File: src/rtl/pixel_frame_writer.sv
// Pixel-write sink: a small FIFO in front of a 160x120x3 frame RAM port, with
// single-pixel readback and a full-frame clear sequencer.
module pixel_frame_writer #(
    parameter int FIFO_DEPTH = 8,
    parameter int WIDTH      = 160,
    parameter int HEIGHT     = 120
) (
    input  logic        clk,
    input  logic        reset,
    input  logic        in_valid,
    output logic        in_ready,
    input  logic [7:0]  in_x,
    input  logic [6:0]  in_y,
    input  logic [2:0]  in_colour,
    output logic        err_oob,
    input  logic        rd_req,
    input  logic [7:0]  rd_x,
    input  logic [6:0]  rd_y,
    output logic        rd_valid,
    output logic [2:0]  rd_colour,
    input  logic        clear_req,
    input  logic [2:0]  clear_colour,
    output logic        clear_done,
    output logic        busy,
    output logic [14:0] mem_addr,
    output logic        mem_we,
    output logic [2:0]  mem_wdata,
    input  logic [2:0]  mem_rdata
);
    localparam int AW = $clog2(FIFO_DEPTH);
    localparam int CW = $clog2(FIFO_DEPTH + 1);
    localparam logic [14:0]   LAST_ADDR = 15'(WIDTH * HEIGHT - 1);
    localparam logic [7:0]    X_LIM     = 8'(WIDTH);
    localparam logic [6:0]    Y_LIM     = 7'(HEIGHT);
    localparam logic [CW-1:0] FULL      = CW'(FIFO_DEPTH);

    typedef enum logic [2:0] {S_IDLE, S_WRITE, S_READ, S_READ_WAIT, S_CLEAR} state_t;

    function automatic logic [14:0] pix_addr(input logic [6:0] y, input logic [7:0] x);
        return 15'(y) * 15'(WIDTH) + 15'(x);
    endfunction

    state_t          state_q;
    logic [14:0]     fifo_addr_q [FIFO_DEPTH];
    logic [2:0]      fifo_col_q  [FIFO_DEPTH];
    logic [AW-1:0]   wr_ptr_q, rd_ptr_q;
    logic [CW-1:0]   count_q, count_d;
    logic            in_ready_q, err_oob_q, rd_valid_q, clear_done_q, mem_we_q;
    logic [2:0]      rd_colour_q, mem_wdata_q, clr_col_q;
    logic [14:0]     mem_addr_q, clr_cnt_q;
    logic            rd_oob_q, clr_pend_q;

    logic push, store, pop, in_oob, rd_oob;

    assign in_oob = (in_x >= X_LIM) || (in_y >= Y_LIM);
    assign rd_oob = (rd_x >= X_LIM) || (rd_y >= Y_LIM);
    assign push   = in_valid && in_ready_q;
    assign store  = push && !in_oob;
    assign pop    = (state_q == S_WRITE) && (count_q != '0);

    always_comb begin
        count_d = count_q;
        case ({store, pop})
            2'b10:   count_d = count_q + CW'(1);
            2'b01:   count_d = count_q - CW'(1);
            default: count_d = count_q;
        endcase
    end

    // Entries hold the precomputed RAM address so the drain path is a plain register copy.
    always_ff @(posedge clk) begin
        if (store) begin
            fifo_addr_q[wr_ptr_q] <= pix_addr(in_y, in_x);
            fifo_col_q[wr_ptr_q]  <= in_colour;
        end
    end

    always_ff @(posedge clk or posedge reset) begin
        if (reset) begin
            state_q      <= S_IDLE;
            wr_ptr_q     <= '0;
            rd_ptr_q     <= '0;
            count_q      <= '0;
            in_ready_q   <= 1'b0;
            err_oob_q    <= 1'b0;
            rd_valid_q   <= 1'b0;
            rd_colour_q  <= '0;
            clear_done_q <= 1'b0;
            mem_we_q     <= 1'b0;
            mem_addr_q   <= '0;
            mem_wdata_q  <= '0;
            clr_col_q    <= '0;
            clr_cnt_q    <= '0;
            rd_oob_q     <= 1'b0;
            clr_pend_q   <= 1'b0;
        end else begin
            mem_we_q     <= 1'b0;
            rd_valid_q   <= 1'b0;
            clear_done_q <= 1'b0;
            err_oob_q    <= push && in_oob;
            count_q      <= count_d;
            in_ready_q   <= (count_d != FULL);
            if (store) wr_ptr_q <= wr_ptr_q + AW'(1);
            if (pop)   rd_ptr_q <= rd_ptr_q + AW'(1);

            // A clear pulse seen while writing or reading is remembered; during a clear it is lost.
            if (clear_req && state_q != S_IDLE && state_q != S_CLEAR) begin
                clr_pend_q <= 1'b1;
                clr_col_q  <= clear_colour;
            end

            case (state_q)
                S_IDLE: begin
                    if (clear_req || clr_pend_q) begin
                        clr_pend_q <= 1'b0;
                        if (clear_req) clr_col_q <= clear_colour;
                        clr_cnt_q  <= '0;
                        state_q    <= S_CLEAR;
                    end else if (rd_req) begin
                        rd_oob_q <= rd_oob;
                        if (!rd_oob) mem_addr_q <= pix_addr(rd_y, rd_x);
                        state_q  <= S_READ;
                    end else if (count_q != '0) begin
                        state_q <= S_WRITE;
                    end
                end
                S_WRITE: begin
                    if (pop) begin
                        mem_we_q    <= 1'b1;
                        mem_addr_q  <= fifo_addr_q[rd_ptr_q];
                        mem_wdata_q <= fifo_col_q[rd_ptr_q];
                    end
                    if (count_d == '0 || rd_req || clear_req || clr_pend_q)
                        state_q <= S_IDLE;
                end
                S_READ: state_q <= S_READ_WAIT;
                S_READ_WAIT: begin
                    rd_colour_q <= rd_oob_q ? 3'd0 : mem_rdata;
                    rd_valid_q  <= 1'b1;
                    state_q     <= S_IDLE;
                end
                S_CLEAR: begin
                    mem_we_q    <= 1'b1;
                    mem_addr_q  <= clr_cnt_q;
                    mem_wdata_q <= clr_col_q;
                    if (clr_cnt_q == LAST_ADDR) begin
                        clear_done_q <= 1'b1;
                        state_q      <= S_IDLE;
                    end else begin
                        clr_cnt_q <= clr_cnt_q + 15'd1;
                    end
                end
                default: state_q <= S_IDLE;
            endcase
        end
    end

    assign in_ready   = in_ready_q;
    assign err_oob    = err_oob_q;
    assign rd_valid   = rd_valid_q;
    assign rd_colour  = rd_colour_q;
    assign clear_done = clear_done_q;
    assign busy       = (state_q != S_IDLE);
    assign mem_addr   = mem_addr_q;
    assign mem_we     = mem_we_q;
    assign mem_wdata  = mem_wdata_q;
endmodule

File: config.mk
export PLATFORM = sky130hd
export DESIGN_NAME = pixel_frame_writer
export DESIGN_NICKNAME = d
export VERILOG_FILES = /design/src/rtl/pixel_frame_writer.sv
export SDC_FILE = /design/constraint.sdc
export NUM_CORES = 1
export LEC_CHECK = 0
export BUFFER_PORTS_ARGS = -buffer_cell sky130_fd_sc_hd__buf_2
export CAP_MARGIN = 20
export CORE_UTILIZATION = 52
export CTS_CLUSTER_DIAMETER = 100
export DETAILED_ROUTE_END_ITERATION = 12
export PLACE_DENSITY = 0.71
export SYNTH_ARGS = -nofsm -noshare
export SYNTH_HDL_FRONTEND = slang
export SYNTH_SLANG_ARGS = --single-unit
File: constraint.sdc
create_clock -name clk -period 3.5 [get_ports clk]
set_clock_uncertainty 0.2 [all_clocks]
set_input_delay 0.175 -clock clk [delete_from_list [all_inputs] [get_ports clk]]
set_output_delay 0.175 -clock clk [all_outputs]
set_load 0.03 [all_outputs]
# --- Word level (Yosys, flattened, before mapping) ---
# Memories as Yosys holds them, arrays and structs flattened.
# Cells that the tools add are included.
word_totals:
  reg_bits: 59
  ram_bits: 144
  input_bits: 44
  output_inout_bits: 27
  elab_cells: 107
  memories: 2
classes:
  addsub: 7
  multipliers: 2
  n_lt_le_gt_ge: 4
  n_eq_ne: 18
  muxes: 32
  bitwise_logic: 1
  reduce_logical: 25
mem_list:
  columns: ["name", "words", "word_bits", "rd", "rd_ports_with_merged_regs", "wr", "line_no", "source"]
  rows:
  - ["fifo_addr_q", 8, 15, 1, 0, 1, "44", "logic [14:0] fifo_addr_q [FIFO_DEPTH];"]
  - ["fifo_col_q", 8, 3, 1, 0, 1, "45", "logic [2:0] fifo_col_q [FIFO_DEPTH];"]
ops:
  columns: ["op", "n"]
  rows:
  - ["15-bit 2-to-1 mux", 6]
  - ["15-bit case mux with 3 select lines", 1]
  - ["3-bit 2-to-1 mux", 11]
  - ["15-bit by 8-bit adder with 15-bit output", 2]
  - ["15-bit case mux with 2 select lines", 1]
  - ["7-bit by 3-bit multiplier with 10-bit output (second input constant)", 2]
  - ["8-bit greater-or-equal comparator (second input constant)", 2]
  - ["15-bit by 1-bit adder with 15-bit output (second input constant)", 1]
  - ["15-bit equality test (second input constant)", 1]
  - ["7-bit greater-or-equal comparator (second input constant)", 2]
  - ["2-bit inequality test (second input constant)", 7]
  - ["3-bit case mux with 4 select lines", 1]
  - ["1-bit 2-to-1 mux", 9]
  - ["3-bit AND reduction", 3]
  - ["4-bit inequality test (second input constant)", 2]
  - ["4-bit case mux with 2 select lines", 1]
  - ["3-bit by 1-bit adder with 3-bit output (second input constant)", 2]
  - ["3-bit by 2-bit equality test with 1-bit output (second input constant)", 2]
  - ["1-bit logical AND", 6]
  - ["1-bit logical OR", 6]
  - ["3-bit case mux with 2 select lines", 1]
  - ["3-bit nonzero test", 2]
  - ["5-bit AND reduction", 1]
  - ["4-bit by 1-bit adder with 4-bit output (second input constant)", 1]
  - ["15 further kinds", 16]

# --- Depth between registers and ports, before layout ---
logic_depth:
  word_depth: 12
  depth_mapped: 13

# --- Worst setup path after synthesis ---
# OpenSTA, ideal clock, no wires.
synth_path:
  path_kind: "input to register"
  from: "input rd_y[1]"
  to: "register mem_addr_q[13] (netlist: mem_addr[13])"
  setup_ns: 0.131
  t_arrival_ns: 2.692
  setup_slack_ns: 0.476
  cell_stages: 10
  n_path_buf: 0
  cell_sequence: "ha_1 > ha_1 > inv_1 > fa_1 > xor2_1 > or3b_1 > o21bai_4 > or4_4 > a32oi_1 > or3b_1"
synth_between:
  elab_chain_cells: 6
  elab_cells_between_ends: 10
synth_lines:
  columns: ["element", "line_no", "source"]
  rows:
  - ["start: declaration", "18", "input logic [6:0] rd_y,"]
  - ["7-bit by 3-bit multiplier with 10-bit output", "40", "return 15'(y) * 15'(WIDTH) + 15'(x);"]
  - ["15-bit by 8-bit adder with 15-bit output", "40", null]
  - ["15-bit 2-to-1 mux", "121", "if (!rd_oob) mem_addr_q <= pix_addr(rd_y, rd_x);"]
  - ["15-bit 2-to-1 mux", "119", "end else if (rd_req) begin"]
  - ["15-bit 2-to-1 mux", "114", "if (clear_req || clr_pend_q) begin"]
  - ["15-bit case mux with 3 select lines", "112", "case (state_q)"]
  - ["end signal: assignment", "121", null]
  - ["end signal: assignment", "130", "mem_addr_q <= fifo_addr_q[rd_ptr_q];"]
  - ["end signal: assignment", "144", "mem_addr_q <= clr_cnt_q;"]
  - ["end: declaration", "50", "logic [14:0] mem_addr_q, clr_cnt_q;"]
# Several ways; a longest one is shown, not always the timed one. The select of a mux whose other input is x is not followed.
# A chain may end at the register's enable or synchronous reset.

# --- Worst setup path in the final report ---
layout_path:
  from: "register count_q[0]"
  to: "register state_q[0]"
layout_between:
  elab_chain_cells: 10
  elab_cells_between_ends: 14
layout_lines:
  columns: ["element", "line_no", "source"]
  rows:
  - ["start: declaration", "47", "logic [CW-1:0] count_q, count_d;"]
  - ["start signal: assignment", "101", "count_q <= count_d;"]
  - ["4-bit nonzero test *", "59", "assign pop = (state_q == S_WRITE) && (count_q != '0);"]
  - ["1-bit logical AND *", "59", null]
  - ["via pop", "53", "logic push, store, pop, in_oob, rd_oob;"]
  - ["2-bit by 1-bit equality test with 1-bit output or 2-bit equality test (tied branches)", "63", "case ({store, pop})"]
  - ["4-bit case mux with 2 select lines *", "63", null]
  - ["4-bit logical NOT *", "133", "if (count_d == '0 || rd_req || clear_req || clr_pend_q)"]
  - ["1-bit logical OR * (3 in series)", "133", null]
  - ["2-bit by 1-bit inequality test with 1-bit output (no line) *", null, null]
  - ["3-bit AND reduction (no line) *", null, null]
  - ["end signal: assignment", "134", "state_q <= S_IDLE;"]
  - ["end signal: assignment", "136", "S_READ: state_q <= S_READ_WAIT;"]
  - ["end signal: assignment", "140", "state_q <= S_IDLE;"]
  - ["end: declaration", "43", "state_t state_q;"]
# The timed path passes the listed nets; every way through them passes the cells marked *.

==> impl_metrics.toml <==
[placed_design]
portBuffers = 70
place_inst = 946
hpwl_mm = 13.0
place_congestion = 0.891

[logic_synthesis]
yosys.area_share.simple_pct = 7.79
synth_mux_area_share_pct = 10.5
async_flop_share_pct = 29.1
synth_top_cells_by_count = "edfxtp_1, dfrtp_1, nor2_1"
synth_edf_count = 144
yosysSeqAreaShare_pct = 62.4
synth_top_cell_area_share_pct = 46.5
synth_area_leaders = "edfxtp_1, dfrtp_1, mux4_2, ha_1, mux2_2"
syn_area_per_cell_sq_um = 14.2
synth_most_common_cell = "edfxtp_1"
netlist_area_sq_um = 9290
synth_top_family_by_area = "multiplexers"
synth-xor-area-share_pct = 3.77
synth_adder_area_share_pct = 5.17
yosysWarnings = 0
syn_nets = 736
syn_inst = 656
synth_compound_area_share_pct = 7.97
yosys.cell_types.count = 59
synth-seq-cells = 203
yosysTopAreaCell = "edfxtp_1"
synth_ff_type = "edfxtp_1"

[finish]
antenna_cells = 0
fillCellCount = 1198
instances_no_fill = 1016
drive_gt1_share_pct = 23.3
syn_to_final_growth_pct = 19.3
finish.net_count = 857

[run_status]
outcome = "completed"

[sta]
relSlewSlack_pct = 35.6
worst_slew_pin_slew_ns = 0.964
report.final.slew_viol_count = 0
finalCritPeriodShare_pct = 92.7
rsz0062_at_grt = "no"
hold_violations = 0
fmax_ghz = 0.308
setup_violations = 0
setup_tns_ns = 0
period_needed_ns = 3.24

[grt]
track_usage_pct = 22.7
grt_pass1_vias = 6036
grt_max_degree = 47
antenna_found_initial = 0
grt.overflow.total = 0
grt_pass1_wl_mm = 31.8

[floorplanning]
die_h_um = 136
rows = 48
start_util_pct = 53.5
die_area_sq_um = 18400
die_x_um = 136
coreArea_sq_um = 17400
io_pins = 71

[cts]
clockRootBuffer = "clkbuf_16"
cts.sinks = 203
clock_path_buffers = 3
cts_setup_buffers = 0
clk_pin_slew_ns = 0.06
cts_tree = "built"
h-tree-depth = 1
cts_made_buffers = 21
worstSkewPairLatency_ns = 0.49

[detailed_routing]
dr.pass1.iters = 5
routed_wirelength_mm = 19.7
drcViolationCount = 0
num_vias = 5828
vias_per_cell = 5.74
drtIter0Drc = 446
postRouteAntennaNets = 0
wire_per_inst_um = 19.4

[worst_setup_path]
cp-start-kind = "flop"
worstReg2RegStart = "count_q[0]"
reg2reg_depth = 12
end_kind = "flop"
r2r-end = "state_q[0]"
startpoint = "count_q[0]"
worst-path-max-fanout = 6
endpoint = "state_q[0]"
arrival_ns = 3.42
critPathRequiredTime_ns = 3.68
ff2ff_setup_slack_ns = 0.26
crit_type = "flop to flop"

[power]
p_leak_nw = 4.25
swShare_pct = 34.2
p_int_mw = 5.85
share_comb_of_total_power_pct = 34.8
p_seq_share_pct = 37.8
finalPower_mw = 8.89
power_switching_mw = 3.04
ir_drop_mv = 0.610
clkPwrFrac_pct = 27.4
power.density_nw_per_um2 = 802

[worst_hold_path]
hold_class = "primary input to flop"

[run]
cap_violations = 0
how the worst min path moves through the flow:
stage	slack [ns]	to	cells after the start	startpoint
after CTS	0.02	rd_oob_q	4	rd_x[7]
after global placement	0.21	flop	2	clear_colour[0]
after floorplan	0.07	fifo_addr_q[0][0]	0	in_x[0]
after detailed placement	0.22	flop	2	clear_colour[0]
final	0.03	rd_oob_q	4	rd_x[7]
after global routing	0.04	rd_oob_q	4	rd_x[7]
cell usage in the layout, fill, tap and decap left out, types with 21 or more instances in the layout:
cell / count
nand2_1: 30
clkbuf_16: 21
a21oi_1: 29
buf_2: 70
dfrtp_1: 58
o21ai_0: 21
mux4_2: 24
dlygate4sd3_1: 33
inv_1: 27
ha_1: 32
buf_4: 21
mux2_2: 23
nor2_1: 53
xnor2_1: 23
edfxtp_1: 144
power by group through the flow:
stage,combinational [mW],sequential [mW],clock (mW)
after CTS,3.09,3.36,2.48
after detailed placement,3.01,3.40,0
after global placement,2.93,3.38,0
final,3.09,3.36,2.44
after global routing,3.40,3.41,2.57
after floorplan,1.98,3.56,0
through the flow:
step                setup WS, ns  util (%)  area, sq um  hold WS, ns
finish                     0.256      63.9        11100       0.0324
global route              0.0479      63.9        11100       0.0402
CTS                        0.112      63.8        11100       0.0220
detailed placement         0.127      57.6         9990        0.220
global placement           0.280      57.6         9990        0.210
floorplan                  0.476         -         9290       0.0739
worst max-delay path: stages (launching register included):
cell	delay (ns)
dfrtp_1	0.44
or4_1	0.63
nand2_2	0.17
inv_1	0.10
ha_1	0.25
xor2_1	0.17
ha_1	0.18
a21oi_1	0.17
xor2_1	0.19
nor2_1	0.09
xnor2_2	0.19
o211ai_1	0.11
o221a_2	0.23
routing by layer:
layer	track usage (%)	wire, um	up-vias
li1	-	-	2720
met1	30.6	8460	2870
met2	38.2	9610	195
met3	3.14	1080	43
met4	7.30	552	0
met5	0	0	-
cells by family after synthesis:
kind of cell	after synthesis
DFF	203
and+or+nand+nor	147
AOI/OAI and AO/OA	111
muxes	65
buffers and inverters	54
xor gates and xnor gates	40
adders and majority gates	36
layout make-up:
cell class / count / area [sq um] / share of cell area [%]
timing repair buffer: 124 / 838 / 7.56
inverter: 28 / 105 / 0.948
sequential: 203 / 5800 / 52.3
clock buffer: 22 / 529 / 4.77
tap: 225 / 282 / 2.54
multi-input combinational: 399 / 3300 / 29.8
clock inverter: 15 / 231 / 2.09
sequential cells by signal, summed over array words and instances (netlist names), 3 cells and up, named ones only:
register,count
clr_cnt_q,15
count_q,4
fifo_addr_q,120
fifo_col_q,24
mem_addr,15
mem_wdata,3
rd_colour,3
rd_ptr_q,3
state_q,3
wr_ptr_q,3
timing repair:
action,4_1_cts,5_1_grt
endpoints found under the setup margin,0,1
resized for setup,0,2
endpoints found under the hold margin,138,0
hold buffers,33,0
No activity file was read; power rests on OpenSTA's default activity.
